File: src/rtl/conv_relu_maxpool.sv
// -----------------------------------------------------------------------------
// conv_relu_maxpool
//   Sits directly after the Conv stage. Takes its signed result stream, applies
//   ReLU, then a 2x2 stride-2 max-pool over an IN_W x IN_H map that arrives in
//   raster order. Each pooled value is emitted as a one-cycle pulse with its
//   raster index. The frame's last value also carries an end-of-frame pulse.
//
// Ports
//   clk        in   1      rising-edge clock
//   rst_n      in   1      asynchronous active-low reset
//   clr        in   1      synchronous frame abort; wins over in_valid
//   in_valid   in   1      din is valid this cycle
//   din        in   DW     Conv result, two's complement
//   out_valid  out  1      one-cycle pulse per pooled value
//   dout       out  DW     pooled value, always >= 0
//   out_idx    out  IDX_W  raster index of the pooled value
//   frame_done out  1      pulses together with the frame's last out_valid
//   busy       out  1      high from the first accepted sample until frame end
// -----------------------------------------------------------------------------
module conv_relu_maxpool #(
    parameter int DW    = 16,
    parameter int IN_W  = 6,
    parameter int IN_H  = 6,
    parameter int IDX_W = 4
) (
    input  logic             clk,
    input  logic             rst_n,
    input  logic             clr,
    input  logic             in_valid,
    input  logic [DW-1:0]    din,
    output logic             out_valid,
    output logic [DW-1:0]    dout,
    output logic [IDX_W-1:0] out_idx,
    output logic             frame_done,
    output logic             busy
);

    localparam int HALF_W = IN_W / 2;
    localparam int NPOOL  = (IN_W / 2) * (IN_H / 2);
    localparam int CW     = (IN_W > 1) ? $clog2(IN_W) : 1;
    localparam int RW     = (IN_H > 1) ? $clog2(IN_H) : 1;
    localparam int LB_AW  = (HALF_W > 1) ? $clog2(HALF_W) : 1;

    localparam logic [CW-1:0]    LAST_COL = CW'(IN_W - 1);
    localparam logic [RW-1:0]    LAST_ROW = RW'(IN_H - 1);
    localparam logic [IDX_W-1:0] LAST_IDX = IDX_W'(NPOOL - 1);

    logic [CW-1:0]    col;
    logic [RW-1:0]    row;
    logic [IDX_W-1:0] pool_cnt;
    logic [DW-1:0]    hreg;
    logic [DW-1:0]    lbuf [HALF_W];

    logic             accept;
    logic [DW-1:0]    r;
    logic [DW-1:0]    m;
    logic [DW-1:0]    pooled;
    logic [LB_AW-1:0] lb_idx;

    assign accept = in_valid && !clr;
    assign lb_idx = LB_AW'(col >> 1);

    // After ReLU every value is non-negative, so plain unsigned compares are
    // correct for the max operations below.
    always_comb begin
        // NOTE: every always_comb output gets a default first so no path can
        // leave it unassigned and infer a latch.
        r      = '0;
        m      = '0;
        pooled = '0;
        if (!din[DW-1]) r = din;
        m      = (hreg > r) ? hreg : r;
        pooled = (lbuf[lb_idx] > m) ? lbuf[lb_idx] : m;
    end

    // NOTE: sequential state uses non-blocking assignments only, so every
    // register samples pre-edge values regardless of statement order.
    always_ff @(posedge clk or negedge rst_n) begin
        if (!rst_n) begin
            col        <= '0;
            row        <= '0;
            pool_cnt   <= '0;
            hreg       <= '0;
            out_valid  <= 1'b0;
            dout       <= '0;
            out_idx    <= '0;
            frame_done <= 1'b0;
            busy       <= 1'b0;
            // NOTE: the line buffer is small and must be cleared on reset, so
            // it lives in the reset branch; larger memories would not.
            for (int i = 0; i < HALF_W; i++) lbuf[i] <= '0;
        end else begin
            out_valid  <= 1'b0;
            frame_done <= 1'b0;
            if (clr) begin
                col      <= '0;
                row      <= '0;
                pool_cnt <= '0;
                hreg     <= '0;
                busy     <= 1'b0;
            end else begin
                if (accept) begin
                    if (col == LAST_COL) begin
                        col <= '0;
                        row <= (row == LAST_ROW) ? '0 : row + 1'b1;
                    end else begin
                        col <= col + 1'b1;
                    end

                    if (!col[0]) begin
                        hreg <= r;
                    end else if (!row[0]) begin
                        lbuf[lb_idx] <= m;
                    end else begin
                        dout       <= pooled;
                        out_valid  <= 1'b1;
                        out_idx    <= pool_cnt;
                        frame_done <= (pool_cnt == LAST_IDX);
                        pool_cnt   <= (pool_cnt == LAST_IDX) ? '0 : pool_cnt + 1'b1;
                    end
                end

                // Setting beats clearing so a frame starting in the previous
                // frame's frame_done cycle keeps busy high without a dip.
                if (accept && col == '0 && row == '0) busy <= 1'b1;
                else if (frame_done)                  busy <= 1'b0;
            end
        end
    end

endmodule

File: config.mk
export PLATFORM = sky130hd
export DESIGN_NAME = conv_relu_maxpool
export DESIGN_NICKNAME = d
export VERILOG_FILES = /design/src/rtl/conv_relu_maxpool.sv
export SDC_FILE = /design/constraint.sdc
export NUM_CORES = 1
export LEC_CHECK = 0
export CAP_MARGIN = 15
export CORE_MARGIN = 2
export CORE_UTILIZATION = 35
export DETAILED_ROUTE_END_ITERATION = 8
export SYNTH_ARGS = -nofsm -noshare
export SYNTH_HDL_FRONTEND = slang
export SYNTH_SLANG_ARGS = --single-unit
File: constraint.sdc
create_clock -name clk -period 10.83 [get_ports clk]
set_input_delay 2.7075 -clock clk [delete_from_list [all_inputs] [get_ports clk]]
set_output_delay 2.7075 -clock clk [all_outputs]
set_load 0.01 [all_outputs]
==> results.json, run 1 <==
{
  "port_buffers": 41,
  "ys_warn_count": 0,
  "num_rows": 43,
  "post-route-min-period_ns": 7.667,
  "synthesis.nets": 590,
  "slew_viol_final": 0,
  "path_cells": "clkdlybuf4s50_1 -> nor2b_1 -> inv_1 -> ha_1 -> nor2b_1 -> o211ai_1 -> a2111o_1 -> a31oi_4 -> mux2i_1 -> ha_1 -> nand3_1 -> o21bai_1 -> or3_1 -> o311a_1 -> nand2b_4 -> o221ai_1",
  "dr.pass1.iters": 4,
  "areaGrowthSynthToFinish_pct": 17.72,
  "cts_buffers": 9,
  "worst_ep_arrival_time_ns": 7.93,
  "cap_violations": 0,
  "ctsRootBufferMaster": "clkbuf_16",
  "grt_overflow_total": 0,
  "async_reset_ff_share_pct": 100.0,
  "h-tree-depth": 3,
  "antenna_found_initial": 0,
  "nets": 621,
  "yosysUniqueCellTypes": 43,
  "clk_latency_ns": 0.35,
  "critical_path.slowest_cell": "clkdlybuf4s50_1",
  "criticalPathCategory": "in2reg",
  "cts_hold_buffers": 0,
  "dieArea_sq_um": 15110,
  "drt-total-wl_mm": 11.44,
  "ff_latch_area_sq_um": 2302,
  "seq_area_frac_synth_pct": 46.50,
  "slew_headroom_pct": 31.78,
  "dp_slack_ns": 2.824,
  "fill_cells": 1313,
  "critPathMaxStageDelay_ns": 0.68,
  "fmax_mhz": 130.4,
  "whs_ns": 0.4782,
  "drc_errors": 0,
  "p_leak_uw": 0.002538,
  "clkTransAtPathRegs_ns": 0.07,
  "drt_iter0_drc": 174,
  "rsz0062_at_grt": "false",
  "wl_per_cell_um": 15.17,
  "crit_path_start_kind": "primary input",
  "die_h_um": 122.9,
  "grt_pass1_vias": 3885,
  "dp.cells": 738,
  "vias": 3803,
  "cp_num_buf_inv": 2,
  "die_w_um": 122.9,
  "grt_max_degree": 81,
  "drive_above_1_share_pct": 7.666,
  "cp_top_family": "compound AO/OA/AOI/OAI gates",
  "initial_core_util_pct": 35.81,
  "num_io_pins": 43,
  "utilization_pct": 42.15,
  "clockBufferDepth": 2,
  "drtAntennaViolNets": 0,
  "synth_area_sq_um": 4951,
  "synth.avg_cell_area_sq_um": 9.203,
  "vias_per_cell": 5.044,
  "synth-edff-count": 0,
  "power_density_nw_per_um2": 154.5,
  "hold_violations": 0,
  "finalClockSkew_ns": 0.008154,
  "cts_sinks": 92,
  "cts_tree": "yes",
  "grtUsageTotal_pct": 16.43,
  "status": "finished clean",
  "gp_congestion": 0.8374,
  "yosys_register_bits": 92,
  "setup_viol_count_final": 0,
  "cts_resized": 0,
  "hold_class": "reg2reg",
  "post-cts-setup-buffers": 0,
  "tightest_slew_ns": 1.023,
  "fin_cells": 754,
  "syn_inst": 538,
  "critPathMaxFanout": 15,
  "core_area_sq_um": 13830,
  "worstPathRequired_ns": 11.09,
  "crit_path_end_kind": "flip-flop",
  "ir_worst_vdd_uv": 63.54,
  "finalWorstSetupSlack_ns": 3.163,
  "grt_pass1_wl_mm": 19.13,
  "setup_tns_ns": 0,
  "multi_input_area_sq_um": 2411,
  "dp_hpwl_mm": 8.204,
  "synthFlopType": "dfrtp_1",
  "period_share_pct": 70.80,
  "diodes": 0
}
metal layers:
| metal | vias to the layer above | GRT usage (%) | share of wire (%) |
|---|---|---|---|
| met4 | 0 | 5.101 | 1.8 |
| met1 | 1830 | 19.74 | 44 |
| li1 | 1914 | - | - |
| met5 | - | 0 | 0 |
| met3 | 14 | 3.459 | 2.4 |
| met2 | 45 | 29.39 | 51 |
synthesized netlist by cell type (3+ instances only):
library cell	number	area share, %
o211ai_2	4	1.0
mux2i_2	5	1.4
mux2i_1	27	5.5
o21ai_1	18	1.8
nand2_1	96	7.3
inv_1	30	2.3
o211ai_1	3	0.45
a21o_1	4	0.61
o21ai_0	24	2.4
nand4_1	5	0.63
nand3_1	8	0.81
nor3_1	7	0.71
ha_1	32	8.1
nand2b_1	3	0.38
o221ai_2	5	1.5
nor2_1	39	3.0
o221ai_1	5	0.88
nor2b_1	21	2.7
dfrtp_1	92	46
clkbuf_1	22	1.7
a21oi_1	60	6.1
worst reg2reg max path, cell delays in order (launching register included):
cell	delay (ns)
dfrtp_1	0.40
ha_1	0.30
nor2b_1	0.13
o211ai_1	0.09
a2111o_1	0.41
a31oi_4	0.67
mux2i_1	0.64
ha_1	0.35
nand3_1	0.14
o21bai_1	0.10
or3_1	0.36
o311a_1	0.46
nand2b_4	0.28
o221ai_1	0.23
logic make-up (layout without fill, tap and decap cells):
group                    Yosys count  in the layout  share of synthesized area (%)
AND/OR/NAND/NOR                  192            192                          17.39
other                              1              1                        0.07574
AO/OA/AOI/OAI                    130            130                          16.30
multiplexers                      32             32                          6.849
adder cells (fa/ha/maj)           32             32                          8.087
buffers and inverters             59             95                          4.801
flip-flops                        92             92                          46.50
stage by stage:
| stage | total power, uW | instance area, sq um |
|---|---|---|
| final | 900.6 | 5828 |
| after global routing | 952.7 | 5828 |
| after CTS | 910.3 | 5828 |
| after detailed placement | 572.9 | 5515 |
| after global placement | 566.9 | 5515 |
| after floorplan | 518.2 | 4951 |
layout make-up:
cell class,count,share of cell area [%]
Tap cell,180,3.864
Clock buffer,9,3.864
Timing Repair Buffer,48,7.900
Multi-Input combinational cell,387,41.37
Inverter,31,1.997
Sequential cell,92,39.50
Clock inverter,7,1.503
worst paths after layout:
path	from	endpoint	slack [ns]	cells after the start
setup / recovery	din[15]	dout[1]	3.16	16
hold / removal	lbuf[20]	lbuf[20]	0.48	2
setup reg to reg	hreg[1]	dout[1]	6.19	13
hold reg to reg	lbuf[20]	lbuf[20]	0.48	2
max in group asynchronous	rst_n	hreg[4]	7.40	2
min in group asynchronous	rst_n	out_idx[0]	2.19	1
cells in the final DEF (no fill, tap or decap), types with 7 or more instances in the layout:
cell | Yosys | final
dfrtp_1 | 92 | 92
clkdlybuf4s50_1 | 0 | 40
o21ai_1 | 18 | 18
nor3_1 | 7 | 7
o21ai_0 | 24 | 24
inv_1 | 30 | 30
a21oi_1 | 60 | 60
nor2_1 | 39 | 39
nand2_1 | 96 | 96
clkbuf_16 | 0 | 9
mux2i_1 | 27 | 27
nand3_1 | 8 | 8
ha_1 | 32 | 32
buf_4 | 2 | 8
nor2b_1 | 21 | 21
flip-flops by register name (all words and copies together), names as in the netlist:
register / cells
col: 3
busy: 1
dout: 15
pool_cnt: 4
hreg: 15
lbuf: 45
frame_done: 1
out_idx: 4
out_valid: 1
row: 3
power breakdown:
part / internal, uW / leakage (uW) / total, uW / switching (uW)
logic: 76.6 / 0.00114 / 185 / 109
clock network: 185 / 0.000155 / 334 / 149
registers: 367 / 0.00124 / 381 / 14.0
total: 629 / 0.00254 / 901 / 272
No activity file was read; power rests on OpenSTA's default activity.
==> run 2: changes to the inputs <==
Clock period 10.83 ns to 7.7 ns, I/O delays scaled along.
==> results.json, run 2 (synthesized netlist as in run 1, its figures left out) <==
{
  "cts_resized": 0,
  "hold_violations": 0,
  "drive_above_1_share_pct": 9.710,
  "drtAntennaViolNets": 0,
  "r2r_start": "hreg[1]",
  "cts_buffers": 9,
  "crit_path_end_kind": "flip-flop",
  "diodes": 0,
  "hold_class": "reg2reg",
  "vias_per_cell": 5.093,
  "critPathMaxFanout": 15,
  "antenna_found_initial": 0,
  "h-tree-depth": 3,
  "setup_viol_count_final": 0,
  "finalClockSkew_ns": 0.009584,
  "grtUsageTotal_pct": 16.56,
  "rsz0062_at_grt": "false",
  "slew_viol_final": 0,
  "cp_num_buf_inv": 4,
  "gp_congestion": 0.8768,
  "final_common_cell": "nand2_1",
  "tightest_slew_ns": 0.9909,
  "dr.pass1.iters": 4,
  "grt_max_degree": 65,
  "layout_common_cells": "96 x nand2_1, 92 x dfrtp_1, 60 x a21oi_1, 40 x clkdlybuf4s50_1, 39 x nor2_1",
  "post-cts-setup-buffers": 0,
  "criticalPathCategory": "in2reg",
  "grt_pass1_vias": 3980,
  "ctsRootBufferMaster": "clkbuf_16",
  "dp_hpwl_mm": 8.316,
  "dieArea_sq_um": 15110,
  "r2r_slack_ns": 3.49,
  "hold_path_depth": 2,
  "fmax_mhz": 154.1,
  "grt_overflow_total": 0,
  "critical_path.slowest_cell": "clkdlybuf4s50_1",
  "status": "finished clean",
  "r2r_end": "dout[13]",
  "top_regs": "lbuf x45, dout x15, hreg x15",
  "path_cells": "clkdlybuf4s50_1 -> nor2b_1 -> inv_1 -> ha_1 -> nor2b_1 -> o211ai_1 -> a2111o_1 -> a31oi_4 -> buf_4 -> mux2i_1 -> buf_4 -> ha_1 -> a21o_1 -> a21o_1 -> a21o_1 -> o311a_1 -> nand2b_4 -> o221ai_1",
  "worst_ep_arrival_time_ns": 6.75,
  "fill_cells": 1307,
  "post-route-min-period_ns": 6.491,
  "cts_tree": "yes",
  "clockBufferDepth": 2,
  "nets": 634,
  "cp_top_family": "compound AO/OA/AOI/OAI gates",
  "cp-startpoint": "din[15]",
  "grt_pass1_wl_mm": 19.62,
  "cts_sinks": 92,
  "utilization_pct": 42.64,
  "initial_core_util_pct": 35.81,
  "clk_latency_ns": 0.35,
  "crit_end": "dout[13]",
  "vias": 3906,
  "ir_worst_vdd_uv": 104.6,
  "largest_reg_flops": 45,
  "drc_errors": 0,
  "crit_cells": 18,
  "num_rows": 43,
  "slew_headroom_pct": 33.94,
  "p_leak_uw": 0.002575,
  "placed_cell_area_sq_um": 5598,
  "crit_path_start_kind": "primary input",
  "period_share_pct": 84.29,
  "cts_hold_buffers": 0,
  "die_w_um": 122.9,
  "core_area_sq_um": 13830,
  "top_register": "lbuf",
  "r2r_cells": 15,
  "whs_ns": 0.4802,
  "wl_per_cell_um": 15.20,
  "ff_latch_area_sq_um": 2302,
  "clkTransAtPathRegs_ns": 0.07,
  "setup_tns_ns": 0,
  "final_area_sq_um": 5896,
  "areaGrowthSynthToFinish_pct": 19.08,
  "drt-total-wl_mm": 11.66,
  "drt_iter0_drc": 214,
  "critPathMaxStageDelay_ns": 0.72,
  "worst_path_most_repeated_cell": "a21o_1",
  "die_h_um": 122.9,
  "cap_violations": 0,
  "num_io_pins": 43,
  "multi_input_area_sq_um": 2411,
  "power_density_nw_per_um2": 209.2,
  "worstPathRequired_ns": 7.96,
  "port_buffers": 41
}
[run 2: cell count changes in the layout (fill, tap and decap cells not counted)]
cell        change
clkinv_4        -1
buf_4          +13
clkinv_2        +1
inv_8           -1
clkinvlp_4      +2
bufinv_16       -1
[run 2: cell type report]
cell class              instances  share of cell area [%]
multi-input cells             387                   40.90
flip-flops and latches         92                   39.05
repair buffers                 61                   9.465
clock buffers                   9                   3.820
well taps                     180                   3.820
inverters                      31                   1.974
clock inverters                 7                  0.9762
[run 2: how the worst min path moves through the flow]
stage / start / endpoint / slack, ns
2_1_floorplan: lbuf[16] / lbuf[16] / 0.45
3_3_place_gp: lbuf[0] / lbuf[0] / 0.46
3_5_place_dp: out_idx[2] / out_idx[2] / 0.46
4_1_cts: lbuf[20] / lbuf[20] / 0.49
5_1_grt: lbuf[16] / lbuf[16] / 0.51
6_report: lbuf[20] / lbuf[20] / 0.48
[run 2: worst register-to-register path: stages, from the launching register on]
cell and delay (ns):
dfrtp_1 0.40, ha_1 0.30, nor2b_1 0.15, o211ai_1 0.09, a2111o_1 0.41, a31oi_4 0.38, buf_4 0.28, mux2i_1 0.23
buf_4 0.18, ha_1 0.25, a21o_1 0.16, a21o_1 0.16, a21o_1 0.17, o311a_1 0.43, nand2b_4 0.28, o221ai_1 0.23
[run 2: report_power, final]
| part | internal [uW] | switching (uW) |
|---|---|---|
| sequential | 517 | 19.4 |
| clock | 224 | 201 |
| combinational | 115 | 156 |
| total | 856 | 377 |
[run 2: per-stage QoR]
step | cells | setup slack, ns | power [uW]
after floorplan | 538 | 1.723 | 728.8
after global placement | 749 | 1.070 | 806.7
after detailed placement | 749 | 0.8991 | 817.1
after CTS | 765 | 1.265 | 1245
after global routing | 767 | 0.8661 | 1305
final | 767 | 1.209 | 1233
[run 2: layer usage]
metal / up-vias / GRT usage (%) / routed length, um
li1: 1938 / - / -
met1: 1911 / 20.71 / 5271
met2: 44 / 29.66 / 6000
met3: 13 / 1.799 / 193
met4: 0 / 5.603 / 191
met5: - / 0 / 0
==> run 3: changes to the inputs <==
Clock period 7.7 ns to 5.7 ns, I/O delays scaled along.
==> results.json, run 3 (synthesized netlist as in run 1, its figures left out) <==
{
  "status": "finished clean",
  "r2r_slack_ns": 1.81,
  "ir_worst_vdd_uv": 315.6,
  "crit_end": "dout[8]",
  "num_rows": 43,
  "ctsRootBufferMaster": "clkbuf_16",
  "tightest_slew_ns": 1.034,
  "dieArea_sq_um": 15110,
  "grt_overflow_total": 0,
  "final_common_cell": "nand2_1",
  "criticalPathCategory": "in2reg",
  "drive_above_1_share_pct": 12.97,
  "cts_tree": "yes",
  "placed_cell_area_sq_um": 5796,
  "p_comb_share_pct": 22.9,
  "final_area_sq_um": 6105,
  "num_io_pins": 43,
  "hold_violations": 0,
  "clockBufferDepth": 2,
  "vias_per_cell": 5.029,
  "critPathMaxFanout": 15,
  "initial_core_util_pct": 35.81,
  "finalWorstSetupSlack_ns": 0.3506,
  "clkTransAtPathRegs_ns": 0.06,
  "worstPathRequired_ns": 5.95,
  "cp-startpoint": "din[15]",
  "period_share_pct": 93.85,
  "worst_ep_arrival_time_ns": 5.60,
  "vias": 3968,
  "die_h_um": 122.9,
  "areaGrowthSynthToFinish_pct": 23.30,
  "top_register": "lbuf",
  "drt-total-wl_mm": 11.87,
  "power_density_nw_per_um2": 280.0,
  "cap_violations": 0,
  "fmax_mhz": 186.9,
  "grt_max_degree": 48,
  "drtAntennaViolNets": 0,
  "hold_class": "reg2reg",
  "cts_hold_buffers": 0,
  "post-route-min-period_ns": 5.349,
  "seqPwrFrac_pct": 42.3,
  "r2r_end": "dout[8]",
  "crit_path_end_kind": "flip-flop",
  "core_area_sq_um": 13830,
  "clkPwrFrac_pct": 34.7,
  "top_regs": "lbuf x45, dout x15, hreg x15",
  "clk_latency_ns": 0.34,
  "grtUsageTotal_pct": 17.07,
  "grt_pass1_vias": 3983,
  "cts_resized": 0,
  "cts_sinks": 92,
  "wl_per_cell_um": 15.05,
  "crit_path_start_kind": "primary input",
  "p_sw_share_pct": 28.60,
  "finalClockSkew_ns": 0.005335,
  "drt_iter0_drc": 259,
  "setup_tns_ns": 0,
  "antenna_found_initial": 0,
  "layout_common_cells": "96 x nand2_1, 92 x dfrtp_1, 60 x a21oi_1, 41 x buf_4, 40 x clkdlybuf4s50_1",
  "h-tree-depth": 3,
  "dp_hpwl_mm": 8.696,
  "drc_errors": 0,
  "cts_buffers": 9,
  "nets": 656,
  "largest_reg_flops": 45,
  "r2r_cells": 14,
  "dr.pass1.iters": 5,
  "setup_viol_count_final": 0,
  "p_leak_uw": 0.002702,
  "post-cts-setup-buffers": 0,
  "dp_slack_ns": 0.004967,
  "diodes": 0,
  "die_w_um": 122.9,
  "slew_viol_final": 0,
  "slew_headroom_pct": 31.08,
  "r2r_start": "hreg[1]",
  "gp_congestion": 0.8026,
  "rsz0062_at_grt": "false",
  "port_buffers": 41,
  "p_sw_uw": 488.9,
  "internal-power_uw": 1221,
  "grt_pass1_wl_mm": 19.91
}
-- run 3: power by group through the flow --
stage	Clock, uW	Combinational [uW]	Sequential (uW)
6_report	594	392	724
4_1_cts	609	395	723
3_5_place_dp	0	392	736
2_1_floorplan	0	255	730
5_1_grt	640	446	729
3_3_place_gp	0	384	734
-- run 3: per-layer routing --
metal | global-route usage (%) | share of wire [%] | vias up
met3 | 3.090 | 2.7 | 18
met1 | 21.35 | 44 | 1903
li1 | - | - | 1985
met2 | 29.87 | 52 | 62
met5 | 0 | 0 | -
met4 | 5.316 | 2.0 | 0
-- run 3: stage by stage --
stage          hold slack (ns)  util (%)  instances  total power (uW)
2_1_floorplan           0.4496         -        538             984.6
3_3_place_gp            0.4618     41.91        772              1118
3_5_place_dp            0.4685     41.91        772              1128
4_1_cts                 0.4859     44.10        788              1727
5_1_grt                 0.5086     44.15        789              1815
6_report                0.4809     44.15        789              1710
-- run 3: worst min path at each step --
stage | start | end | slack, ns | cells past startpoint
after global placement | lbuf[17] | lbuf[17] | 0.46 | 2
after global routing | lbuf[6] | lbuf[6] | 0.51 | 2
after detailed placement | out_idx[3] | out_idx[3] | 0.47 | 2
final | lbuf[0] | lbuf[0] | 0.48 | 2
after floorplan | lbuf[16] | lbuf[16] | 0.45 | 2
after CTS | lbuf[4] | lbuf[4] | 0.49 | 2
-- run 3: worst max-delay path, stage by stage --
cell	delay, ns
clkdlybuf4s50_1	0.46
buf_12	0.17
nor2b_1	0.18
inv_1	0.07
ha_1	0.30
nand4_1	0.15
a2111o_1	0.41
a31oi_4	0.21
buf_12	0.18
mux2i_1	0.25
ha_1	0.28
nand3_1	0.13
o21bai_1	0.10
or3_1	0.36
o311a_1	0.41
nand2b_4	0.26
o221ai_1	0.23
-- run 3: area by class of cell --
cell class / count / area [sq um]
Multi-Input combinational cell: 387 / 2411
Timing Repair Buffer: 83 / 748.2
Inverter: 31 / 116.4
Clock buffer: 9 / 225.2
Fill cell: 1310 / 7722
Sequential cell: 92 / 2302
Tap cell: 180 / 225.2
Clock inverter: 7 / 76.32
